<file path="src/rtl/some_vip_tx_if.sv">
// Valid/ready byte link between the some_vip transmitter and its receiver.
// Carries the offered byte one way and the returned response byte the other.
interface some_vip_tx_if #(
    parameter int unsigned DATA_W = 8
);
    logic              valid_o;
    logic              ready_i;
    logic [DATA_W-1:0] data_o;
    logic [DATA_W-1:0] data_i;

    modport master (output valid_o, output data_o, input ready_i, input data_i);
    modport slave  (input valid_o, input data_o, output ready_i, output data_i);
endinterface

</file>
<file path="src/rtl/some_vip_tx.sv">
// some_vip transmit initiator: FIFO-buffered byte source driving a valid/ready link,
// with an output register, an empty-FIFO bypass path and response capture.
module some_vip_tx #(
    parameter int unsigned DATA_W = 8,
    parameter int unsigned DEPTH  = 8,
    parameter int unsigned CNT_W  = 16
) (
    input  logic                     clk,
    input  logic                     rst_n,
    input  logic                     push_i,
    input  logic [DATA_W-1:0]        push_data_i,
    input  logic                     flush_i,
    output logic                     full_o,
    output logic [$clog2(DEPTH):0]   count_o,
    output logic                     ovf_o,
    output logic                     resp_valid_o,
    output logic [DATA_W-1:0]        resp_data_o,
    output logic [CNT_W-1:0]         sent_cnt_o,
    some_vip_tx_if.master            link
);
    localparam int unsigned PTR_W = $clog2(DEPTH);
    localparam int unsigned OCC_W = PTR_W + 1;

    typedef enum logic {IDLE, SEND} state_e;

    state_e            state_q, state_d;
    logic [DATA_W-1:0] data_q, data_d;
    logic [PTR_W-1:0]  rd_ptr_q, rd_ptr_d;
    logic [PTR_W-1:0]  wr_ptr_q, wr_ptr_d;
    logic [OCC_W-1:0]  count_q, count_d;
    logic              full_q, full_d;
    logic              ovf_q, ovf_d;
    logic              resp_valid_q, resp_valid_d;
    logic [DATA_W-1:0] resp_data_q, resp_data_d;
    logic [CNT_W-1:0]  sent_cnt_q, sent_cnt_d;
    logic [DATA_W-1:0] mem_q [DEPTH];

    logic xfer, out_free, fifo_nempty, pop, bypass, wr;

    // Datapath decisions: flush wins over pop, bypass and write.
    always_comb begin
        xfer        = (state_q == SEND) && link.ready_i;
        out_free    = (state_q == IDLE) || xfer;
        fifo_nempty = (count_q != '0);
        pop         = out_free && fifo_nempty && !flush_i;
        bypass      = out_free && !fifo_nempty && push_i && !full_q && !flush_i;
        wr          = push_i && !full_q && !bypass && !flush_i;
    end

    // Next state and register updates.
    always_comb begin
        state_d      = state_q;
        data_d       = data_q;
        rd_ptr_d     = rd_ptr_q;
        wr_ptr_d     = wr_ptr_q;
        count_d      = count_q;
        ovf_d        = ovf_q;
        resp_valid_d = xfer;
        resp_data_d  = resp_data_q;
        sent_cnt_d   = sent_cnt_q;

        if (pop) begin
            data_d   = mem_q[rd_ptr_q];
            rd_ptr_d = rd_ptr_q + PTR_W'(1);
            state_d  = SEND;
        end else if (bypass) begin
            data_d  = push_data_i;
            state_d = SEND;
        end else if (xfer) begin
            state_d = IDLE;
        end

        if (wr) begin
            wr_ptr_d = wr_ptr_q + PTR_W'(1);
        end

        if (flush_i) begin
            rd_ptr_d = '0;
            wr_ptr_d = '0;
            count_d  = '0;
            ovf_d    = 1'b0;
        end else begin
            count_d = count_q + OCC_W'(wr) - OCC_W'(pop);
            if (push_i && full_q) begin
                ovf_d = 1'b1;
            end
        end

        if (xfer) begin
            resp_data_d = link.data_i;
            sent_cnt_d  = sent_cnt_q + CNT_W'(1);
        end

        full_d = (count_d == OCC_W'(DEPTH));
    end

    // Reset input is active-high despite its name.
    always_ff @(posedge clk or posedge rst_n) begin
        if (rst_n) begin
            state_q      <= IDLE;
            data_q       <= '0;
            rd_ptr_q     <= '0;
            wr_ptr_q     <= '0;
            count_q      <= '0;
            full_q       <= 1'b0;
            ovf_q        <= 1'b0;
            resp_valid_q <= 1'b0;
            resp_data_q  <= '0;
            sent_cnt_q   <= '0;
        end else begin
            state_q      <= state_d;
            data_q       <= data_d;
            rd_ptr_q     <= rd_ptr_d;
            wr_ptr_q     <= wr_ptr_d;
            count_q      <= count_d;
            full_q       <= full_d;
            ovf_q        <= ovf_d;
            resp_valid_q <= resp_valid_d;
            resp_data_q  <= resp_data_d;
            sent_cnt_q   <= sent_cnt_d;
        end
    end

    // Storage array needs no reset; occupancy guards every read.
    always_ff @(posedge clk) begin
        if (wr) begin
            mem_q[wr_ptr_q] <= push_data_i;
        end
    end

    assign link.valid_o = (state_q == SEND);
    assign link.data_o  = data_q;
    assign full_o       = full_q;
    assign count_o      = count_q;
    assign ovf_o        = ovf_q;
    assign resp_valid_o = resp_valid_q;
    assign resp_data_o  = resp_data_q;
    assign sent_cnt_o   = sent_cnt_q;
endmodule

</file>
<file path="src/flat_wrapper.sv">
// flat-port wrapper written by rule: the top's interface ports become plain ports
module some_vip_tx_flat 
#(
    parameter int unsigned DATA_W = 8,
    parameter int unsigned DEPTH  = 8,
    parameter int unsigned CNT_W  = 16
)
  (clk, rst_n, push_i, push_data_i, flush_i, full_o, count_o, ovf_o, resp_valid_o, resp_data_o, sent_cnt_o, link_valid_o, link_data_o, link_ready_i, link_data_i);
  some_vip_tx_if #(.DATA_W(DATA_W)) link_i ();
  input  logic clk;
  input  logic rst_n;
  input  logic push_i;
  input  logic [DATA_W-1:0] push_data_i;
  input  logic flush_i;
  output logic full_o;
  output logic [$clog2(DEPTH):0] count_o;
  output logic ovf_o;
  output logic resp_valid_o;
  output logic [DATA_W-1:0] resp_data_o;
  output logic [CNT_W-1:0] sent_cnt_o;
  output wire logic [$bits(link_i.valid_o)-1:0] link_valid_o;
  output wire logic [$bits(link_i.data_o)-1:0] link_data_o;
  input wire logic [$bits(link_i.ready_i)-1:0] link_ready_i;
  input wire logic [$bits(link_i.data_i)-1:0] link_data_i;
  assign link_valid_o = link_i.valid_o;
  assign link_data_o = link_i.data_o;
  assign link_i.ready_i = link_ready_i;
  assign link_i.data_i = link_data_i;
  some_vip_tx #(.DATA_W(DATA_W), .DEPTH(DEPTH), .CNT_W(CNT_W)) u_core (.clk(clk), .rst_n(rst_n), .push_i(push_i), .push_data_i(push_data_i), .flush_i(flush_i), .full_o(full_o), .count_o(count_o), .ovf_o(ovf_o), .resp_valid_o(resp_valid_o), .resp_data_o(resp_data_o), .sent_cnt_o(sent_cnt_o), .link(link_i));
endmodule
</file>
<file path="config.mk">
export PLATFORM = sky130hd
export DESIGN_NAME = some_vip_tx_flat
export DESIGN_NICKNAME = d
export VERILOG_FILES = /design/src/rtl/some_vip_tx_if.sv /design/src/rtl/some_vip_tx.sv /design/src/flat_wrapper.sv
export SDC_FILE = /design/constraint.sdc
export NUM_CORES = 1
export LEC_CHECK = 0
export ABC_AREA = 1
export CAP_MARGIN = 15
export CORE_ASPECT_RATIO = 0.75
export CORE_MARGIN = 5
export CORE_UTILIZATION = 60
export CTS_BUF_LIST = sky130_fd_sc_hd__clkbuf_8
export DETAILED_ROUTE_END_ITERATION = 8
export MAX_ROUTING_LAYER = met4
export PLACE_DENSITY = 0.85
export SYNTH_ARGS = -nofsm -noshare
export SYNTH_HDL_FRONTEND = slang
export SYNTH_SLANG_ARGS = --single-unit
</file>
<file path="constraint.sdc">
create_clock -name clk -period 3.85 [get_ports clk]
set_clock_uncertainty 0.05 [all_clocks]
set_input_delay 0.77 -clock clk [delete_from_list [all_inputs] [get_ports clk]]
set_output_delay 0.77 -clock clk [all_outputs]
set_load 0.005 [all_outputs]
</file>
Word level (Yosys, flattened, before mapping)

Memories as Yosys holds them, arrays and structs flattened.
Index checks and enable logic that the tools add are counted.

Muxes and demuxes: 14
Add/sub/neg operators: 5
Reduce and logical (&&, ||, !) cells: 22
Bitwise operators: 1
Eq/ne operators: 1

Operators by type and width:

| cell                                          | number |
|---|---|
| adder 16 x 1 -> 16 bit, second input constant | 1 |
| two-way mux 8 bit                             | 2 |
| two-way mux 3 bit                             | 4 |
| logical AND 1 bit                             | 11 |
| nonzero test 2 bit                            | 4 |
| two-way mux 1 bit                             | 7 |
| adder 3 x 1 -> 3 bit, second input constant   | 2 |
| adder 4 x 1 -> 4 bit                          | 1 |
| equality test 4 bit, second input constant    | 1 |
| zero test 1 bit                               | 4 |
| two-way mux 4 bit                             | 1 |
| nonzero test 4 bit                            | 1 |
| subtractor 4 x 1 -> 4 bit                     | 1 |
| nonzero test 3 bit                            | 1 |
| logical OR 1 bit                              | 1 |
| NOT 1 bit                                     | 1 |

Bits of input ports: 21
RAM bits: 64
Output and inout port bits: 40
Register bits: 46
Word-level logic and storage cells: 54
Memories kept: 1

Memory list:

| memory       | depth | width | read ports | clocked after Yosys merged registers in | write ports | RTL line          | source |
|---|---|---|---|---|---|---|---|
| u_core.mem_q | 8     | 8     | 1          | 0                                       | 1           | some_vip_tx.sv:36 | `logic [DATA_W-1:0] mem_q [DEPTH];` |

Depth between registers and ports, before layout

Gate-level depths: netlist of run 1.

Depth in word-level cells: 13
Mapped depth: 16

Least setup slack after synthesis of run 1

No wires, ideal clock.

Kind: input-to-reg
From: in link_ready_i
To: reg u_core.full_q (netlist: u_core.full_o)
Cell stages on the path: 15
Setup slack: 1.160 ns
Data arrival time: 2.551 ns
Setup time: 0.088 ns
Path through: inv_1 -> nand2_2 -> nand2_4 -> inv_4 -> nand2_4 -> inv_2 -> buf_6 -> ha_1 -> inv_1 -> ha_1 -> fa_1 -> nor2_1 -> nor2_1 -> nor3_1 -> nor3b_1

Longest elaborated chain between the ends: 13
Elaborated cells between the ends (all ways): 15

Ends and longest elaborated chain:

| what                            | RTL line           | source |
|---|---|---|
| from (decl)                     | flat_wrapper.sv:23 | `input wire logic [$bits(link_i.ready_i)-1:0] link_ready_i;` |
| logical AND 1 bit *             | some_vip_tx.sv:42  | `xfer = (state_q == SEND) && link.ready_i;` |
| logical OR 1 bit *              | some_vip_tx.sv:43  | `out_free = (state_q == IDLE) \|\| xfer;` |
| logical AND 1 bit (4 in series) | some_vip_tx.sv:46  | `bypass = out_free && !fifo_nempty && push_i && !full_q && !flush_i;` |
| zero test 1 bit                 | some_vip_tx.sv:47  | `wr = push_i && !full_q && !bypass && !flush_i;` |
| logical AND 1 bit (2 in series) | some_vip_tx.sv:47  |  |
| adder 4 x 1 -> 4 bit            | some_vip_tx.sv:83  | `count_d = count_q + OCC_W'(wr) - OCC_W'(pop);` |
| subtractor 4 x 1 -> 4 bit *     | some_vip_tx.sv:83  |  |
| two-way mux 4 bit *             | some_vip_tx.sv:77  | `if (flush_i) begin` |
| via u_core.count_d[2]           | some_vip_tx.sv:30  | `logic [OCC_W-1:0] count_q, count_d;` |
| equality test 4 bit *           | some_vip_tx.sv:94  | `full_d = (count_d == OCC_W'(DEPTH));` |
| via u_core.full_d               | some_vip_tx.sv:31  | `logic full_q, full_d;` |
| to (signal assigned)            | some_vip_tx.sv:116 | `full_q <= full_d;` |
| to (decl)                       | some_vip_tx.sv:31  |  |

The timed path passes the listed nets; every way through them passes the cells marked *.
A chain may end at the register's enable or synchronous reset.

Final worst setup path of run 1

From: in flush_i
To: reg u_core.full_q (netlist: u_core.full_o)

Longest elaborated chain between the ends: 9
Elaborated cells between the ends (all ways): 10

Ends and longest elaborated chain:

| what                            | RTL line                                                | source |
|---|---|---|
| from (decl)                     | flat_wrapper.sv:14                                      | `input logic flush_i;` |
| zero test 1 bit                 | some_vip_tx.sv:45, some_vip_tx.sv:46, some_vip_tx.sv:47 |  |
| logical AND 1 bit               | some_vip_tx.sv:46                                       |  |
| zero test 1 bit                 | some_vip_tx.sv:47                                       |  |
| logical AND 1 bit (2 in series) | some_vip_tx.sv:47                                       |  |
| adder 4 x 1 -> 4 bit            | some_vip_tx.sv:83                                       |  |
| subtractor 4 x 1 -> 4 bit       | some_vip_tx.sv:83                                       |  |
| two-way mux 4 bit *             | some_vip_tx.sv:77                                       |  |
| via u_core.count_d[2]           | some_vip_tx.sv:30                                       |  |
| equality test 4 bit *           | some_vip_tx.sv:94                                       |  |
| via u_core.full_d               | some_vip_tx.sv:31                                       |  |

Marked as above.

==> results by group, run 1 <==
Power
  • Pleak: 0.00259 µW
  • Internal Power: 2320 µW
  • Comb power frac: 36.6%
  • Power share of the clock group: 19.8%
  • Worst IR drop on VDD: 0.337 mV
  • Power Dens Cells: 628 nW/µm²
  • Psw: 1330 µW
  • Flop pwr share: 43.6%
  • Sw Share: 36.6%

Route
  • Via Count: 3704
  • Routed WL: 11600 µm
  • Routed len/inst: 17.1 µm
  • ANT nets after route: 0
  • Vias per cell: 5.45
  • DRC: 0
  • Pre-antenna DRT Iters: 5
  • DRT iter0 DRCs: 429

STA
  • Final hold vios: 0
  • Final setup TNS: 0 ns
  • Slew Limit Fails: 0
  • Minimum clock period: 3.08 ns
  • Setup violators final: 0
  • RSZ-0062 raised after global routing: false
  • Worst slew pin tran: 0.940 ns
  • F_max: 325 MHz
  • Max-slew headroom: 37.2%
  • Tcrit/Tclk final: 79.9%

Synthesis
  • Ys async rst share: 41.8%
  • Mapped Area: 4950 µm²
  • Post-synthesis net count: 542
  • Ys Warns: 0
  • Post-synth EDFFs: 64
  • Main synth FF type: edfxtp_1
  • Sequential cell area fraction in the yosys report: 62.1%
  • Syn_area_per_cell: 9.67 µm²
  • Seq cells post-synth: 110
  • Mapped Cells: 512
  • Netlist cell types: 27

Die
  • DIE WIDTH: 115 µm
  • Chip height: 88.7 µm
  • Die Area: 10200 µm²
  • Starting Density: 62.2%
  • I/O Pins: 61
  • Row count: 28
  • Core ar.: 7950 µm²

Clock network
  • Worst-path clk slew: 0.10 ns
  • Setup bufs post-CTS: 0
  • Later-pin clock latency in the skew report: 0.37 ns
  • Number of H-tree levels: 3
  • CTS sink count: 110
  • Clock Path Buffers: 2
  • Post-CTS Resized: 0
  • Hold buffers post-CTS: 0
  • CTS Buf Count: 9
  • CTS Root Cell: clkbuf_8
  • CTS tree: built

Layout
  • Final Instance Area: 5820 µm²
  • N_diodes: 0
  • Area growth, synth to finish: 17.5%
  • Layout cells sized above 1: 5.57%
  • Nets: 600

Setup path
  • CP Launch Type: primary input
  • WP data arrival: 3.31 ns
  • CP max FO: 11
  • Worst Setup Path Type: primary input to register
  • CP required: 4.08 ns
  • Element type at the critical path end: register

GRT
  • Initial antenna violation count: 0
  • Total gr overflow: 0
  • First-pass GRT wire length: 18600 µm
  • Total Routing Usage GR: 24.9%
  • Vias in the first global route: 3584
  • Largest net degree at the start of global routing: 47

Hold path
  • Tightest Hold Check Type: register to register

Placement
  • Port bufs: 60
  • Placed cell area: 5600 µm²
  • Final GP Congestion: 0.956
  • HPWL after detailed placement: 8220 µm

Outcome
  • Outcome: finished, final reports clean

Flow run
  • Max_cap viols: 0
[cell families (layout without fill, tap and decap cells)]
logic type / Yosys count / count (layout) / share of synthesized area, %
buffers and inverters: 97 / 160 / 8.04
and+or+nand+nor: 254 / 254 / 22.1
AOI/OAI and AO/OA: 29 / 29 / 3.06
xor gates and xnor gates: 13 / 13 / 2.30
adders and majority gates: 9 / 9 / 2.43
DFF: 110 / 110 / 62.1
[cells in the final DEF, fill, tap and decap left out, types with 2 or more instances in the layout]
master	Yosys	layout
nand2_1	146	146
inv_1	76	75
edfxtp_1	64	64
clkdlybuf4s50_1	0	60
nand3_1	59	59
dfrtp_1	46	46
nor2_1	32	32
a21oi_1	20	20
clkbuf_8	0	9
o21ai_0	8	8
ha_1	8	8
xnor2_1	7	7
xor2_1	6	6
inv_2	4	5
nand4_1	5	5
nor2_2	3	3
clkinv_1	2	3
nand2_4	3	3
inv_6	0	3
nor3_1	2	2
[per-stage QoR]
| step | setup WS [ns] | instances | power (µW) | util, % | hold slack (ns) |
|---|---|---|---|---|---|
| after floorplan | 1.16 | 512 | 2380 | - | 0.422 |
| after global placement | 0.525 | 664 | 2880 | 70.5 | 0.412 |
| after detailed placement | 0.415 | 664 | 2930 | 70.5 | 0.415 |
| after CTS | 0.796 | 680 | 3640 | 73.1 | 0.441 |
| after global routing | 0.547 | 680 | 3890 | 73.1 | 0.469 |
| final | 0.773 | 680 | 3650 | 73.1 | 0.436 |
[registers in the layout, summed over array words and instances, names as in the netlist]
| register | count |
|---|---|
| u_core.sent_cnt_o | 16 |
| u_core.resp_valid_o | 1 |
| u_core.wr_ptr_q | 3 |
| u_core.resp_data_o | 8 |
| u_core.count_o | 4 |
| u_core.ovf_o | 1 |
| u_core.full_o | 1 |
| u_core.mem_q | 64 |
| u_core.link.valid_o | 1 |
| u_core.rd_ptr_q | 3 |
| u_core.link.data_o | 8 |
[cell usage after synthesis (3+ instances only)]
master / instances / share of area, %
ha_1: 8 / 2.0
nor2_1: 32 / 2.4
nand2_4: 3 / 0.68
xor2_1: 6 / 1.1
nor2_2: 3 / 0.38
buf_2: 10 / 1.0
nand3_1: 59 / 6.0
inv_1: 76 / 5.8
nand4_1: 5 / 0.63
inv_2: 4 / 0.30
edfxtp_1: 64 / 39
nand2_1: 146 / 11
xnor2_1: 7 / 1.2
dfrtp_1: 46 / 23
o21ai_0: 8 / 0.81
a21oi_1: 20 / 2.0
buf_4: 3 / 0.46
[cell type report]
class	instances	area, µm²
inverter	83	314
tap	105	131
timing repair buffer	61	608
sequential	110	3070
fill	537	2140
multi-input combinational	305	1480
clock buffer	9	124
clock inverter	7	87.6
[power groups by stage]
stage | clock network, µW | logic, µW | registers (µW)
global route | 787 | 1490 | 1620
global placement | 0 | 1270 | 1610
detailed placement | 0 | 1310 | 1620
CTS | 729 | 1330 | 1590
floorplan | 0 | 802 | 1580
finish | 723 | 1340 | 1590
[per-layer routing]
| metal | part of all wire, % | GRT usage [%] | up-vias |
|---|---|---|---|
| li1 | - | - | 1745 |
| met1 | 44 | 35.6 | 1784 |
| met2 | 47 | 36.5 | 162 |
| met3 | 7.5 | 5.19 | 13 |
| met4 | 1.3 | 7.14 | 0 |
| met5 | 0 | - | - |
[critical path, stage by stage]
cell             delay (ns)
clkdlybuf4s50_1        0.58
inv_2                  0.12
nand2_4                0.10
inv_4                  0.05
nand2_4                0.09
inv_2                  0.11
ha_1                   0.28
inv_1                  0.04
ha_1                   0.21
fa_1                   0.40
nor2_1                 0.12
nor2_1                 0.08
nor3_1                 0.13
nor3b_1                0.20
[worst paths after layout]
check                                                        from                           endpoint  slack, ns  cells past startpoint
worst min-delay path            u_core.resp_data_o[2]$_DFFE_PP0P_  u_core.resp_data_o[2]$_DFFE_PP0P_       0.44                      2
min in group asynchronous                                   rst_n  u_core.sent_cnt_o[10]$_DFFE_PP0P_       0.88                      2
max in group asynchronous                                   rst_n            u_core.full_o$_DFF_PP0_       2.28                      2
worst max-delay path                                      flush_i            u_core.full_o$_DFF_PP0_       0.77                     14
worst max register to register        u_core.count_o[2]$_DFF_PP0_            u_core.full_o$_DFF_PP0_       1.08                     13
worst min register to register  u_core.resp_data_o[2]$_DFFE_PP0P_  u_core.resp_data_o[2]$_DFFE_PP0P_       0.44                      2
Note: power is estimated with default switching activity, not from simulation.
==> run 2, diff against run 1 <==
CORE_UTILIZATION = 52   (was 60)
PLACE_DENSITY = 0.78   (was 0.85)
clock period = 2.7 ns   (was 3.85 ns; I/O delays follow)
==> results by group, run 2 (same netlist as run 1, synthesis figures left out) <==
Layout
  • Largest register FFs: 64 (unchanged)
  • N_diodes: 0 (unchanged)
  • Nets: 620 (+3.3%)
  • Most frequent cells in the layout: nand2_1, inv_1, edfxtp_1
  • Final Instance Area: 5990 µm² (+3.0%)
  • Area growth, synth to finish: 21.1%
  • Final Core Density: 65.4% (-7.7 points)
  • Layout cells sized above 1: 8.74% (+3.2 points)
  • Biggest register: u_core.mem_q
  • Commonest non-fill, non-tap cell in the layout: nand2_1

Power
  • Power Dens Cells: 874 nW/µm² (+39%)
  • Power share of the clock group: 18.7% (-1.1 points)
  • Internal Power: 3360 µW (+45%)
  • Sw Share: 35.9% (-0.69 points)
  • Psw: 1880 µW (+41%)
  • Pleak: 0.00269 µW (+3.8%)
  • Worst IR drop on VDD: 0.420 mV (+25%)
  • Comb power frac: 38.5% (+1.9 points)
  • Flop pwr share: 42.7% (-0.9 points)

STA
  • Max-slew headroom: 47.3% (+10 points)
  • RSZ-0062 raised after global routing: false
  • Final hold vios: 0 (unchanged)
  • F_max: 398 MHz
  • Fin Hold WS: 0.446 ns (+0.00910 ns)
  • Minimum clock period: 2.51 ns
  • Worst slew pin tran: 0.790 ns (-0.151 ns)
  • Setup violators final: 0 (unchanged)
  • Tcrit/Tclk final: 93.0%
  • Final setup TNS: 0 ns (unchanged)
  • Slew Limit Fails: 0 (unchanged)

Route
  • DRC: 0 (unchanged)
  • Vias per cell: 5.02 (-7.8%)
  • Pre-antenna DRT Iters: 5 (unchanged)
  • Routed len/inst: 15.2 µm (-11%)
  • Routed WL: 11000 µm (-5.6%)
  • Via Count: 3630 (-2.0%)
  • ANT nets after route: 0 (unchanged)
  • DRT iter0 DRCs: 264 (-38%)

Placement
  • Placed cell area: 5780 µm² (+3.2%)
  • Port bufs: 60 (unchanged)
  • HPWL after detailed placement: 7810 µm (-5.0%)
  • Final GP Congestion: 0.880 (-7.9%)

Clock network
  • CTS tree: built
  • CTS sink count: 110 (unchanged)
  • Post-CTS Resized: 0 (unchanged)
  • CTS Buf Count: 9 (unchanged)
  • CTS Root Cell: clkbuf_8
  • Worst-path clk slew: 0.10 ns (about the same)
  • Hold buffers post-CTS: 0 (unchanged)
  • Setup bufs post-CTS: 0 (unchanged)
  • Later-pin clock latency in the skew report: 0.38 ns (about the same)
  • Number of H-tree levels: 3 (unchanged)
  • Clock Path Buffers: 2 (unchanged)

Die
  • Starting Density: 54.0% (-8.2 points)
  • I/O Pins: 61 (unchanged)
  • DIE WIDTH: 123 µm (+6.8%)
  • Row count: 30 (+7.1%)
  • Chip height: 94.5 µm (+6.6%)
  • Core ar.: 9160 µm² (+15%)
  • Die Area: 11600 µm² (+14%)

Flow run
  • Max_cap viols: 0 (unchanged)

Setup path
  • CP max FO: 4 (-7)
  • Element type at the critical path end: register
  • CP required: 2.96 ns (-1.12 ns)
  • CP Launch Type: register
  • Worst Setup Path Type: register to register
  • WP data arrival: 2.77 ns (-0.54 ns)

GRT
  • Largest net degree at the start of global routing: 39 (-17%)
  • Vias in the first global route: 3440 (-4.0%)
  • Total Routing Usage GR: 20.4% (-4.5 points)
  • Initial antenna violation count: 0 (unchanged)
  • First-pass GRT wire length: 17400 µm (-6.2%)
  • Total gr overflow: 0 (unchanged)

Outcome
  • Outcome: finished, final reports clean

Hold path
  • Tightest Hold Check Type: register to register
[run 2: cell types whose count changed in the layout (fill, tap and decap cells not counted), sizes merged]
cell,before,now
buf,1,21
clkinv,4,3
clkinvlp,0,1
[run 2: cell type report]
class,instances,area (µm²)
Tap cell,128,160
Sequential cell,110,3070
Fill cell,736,3170
Clock buffer,9,124
Timing Repair Buffer,81,758
Multi-Input combinational cell,305,1490
Inverter,83,314
Clock inverter,7,71.3
[run 2: stage by stage]
| stage | std cells | total power (µW) | setup WS (ns) |
|---|---|---|---|
| after floorplan | 512 | 3390 | 0.231 |
| after global placement | 707 | 4160 | -0.101 |
| after detailed placement | 707 | 4250 | -0.218 |
| final | 723 | 5240 | 0.189 |
| after CTS | 723 | 5230 | 0.110 |
| after global routing | 723 | 5600 | 0.0184 |
[run 2: worst paths after layout]
path / from / endpoint / slack [ns] / cells past startpoint
worst max-delay path: u_core.count_o[2]$_DFF_PP0_ / u_core.full_o$_DFF_PP0_ / 0.19 / 13
worst min-delay path: u_core.resp_data_o[5]$_DFFE_PP0P_ / u_core.resp_data_o[5]$_DFFE_PP0P_ / 0.45 / 2
worst max register to register: u_core.count_o[2]$_DFF_PP0_ / u_core.full_o$_DFF_PP0_ / 0.19 / 13
worst min register to register: u_core.resp_data_o[5]$_DFFE_PP0P_ / u_core.resp_data_o[5]$_DFFE_PP0P_ / 0.45 / 2
max in group asynchronous: rst_n / u_core.resp_data_o[1]$_DFFE_PP0P_ / 1.38 / 3
min in group asynchronous: rst_n / u_core.sent_cnt_o[15]$_DFFE_PP0P_ / 0.57 / 2
[run 2: power groups by stage]
stage / Combinational, µW / Sequential [µW] / Clock, µW
6_report: 2020 / 2240 / 981
3_5_place_dp: 1970 / 2270 / 0
4_1_cts: 1990 / 2240 / 1000
5_1_grt: 2250 / 2270 / 1080
3_3_place_gp: 1900 / 2260 / 0
2_1_floorplan: 1140 / 2250 / 0
[run 2: per-layer routing]
metal / vias up / global-route usage [%] / part of all wire, %
met2: 124 / 29.1 / 46
met1: 1708 / 28.1 / 44
li1: 1782 / - / -
met5: - / - / 0
met3: 16 / 7.01 / 8.7
met4: 0 / 5.68 / 1.4
[run 2: critical path: stages (launching register included)]
cell and delay (ns):
dfrtp_1 0.39, inv_1 0.09, ha_1 0.23, nand3_4 0.12, nand2_4 0.09, inv_2 0.04
ha_1 0.25, inv_1 0.04, ha_1 0.23, fa_1 0.40, nor2_1 0.11, nor2_1 0.06
nor3_1 0.14, nor3b_2 0.20
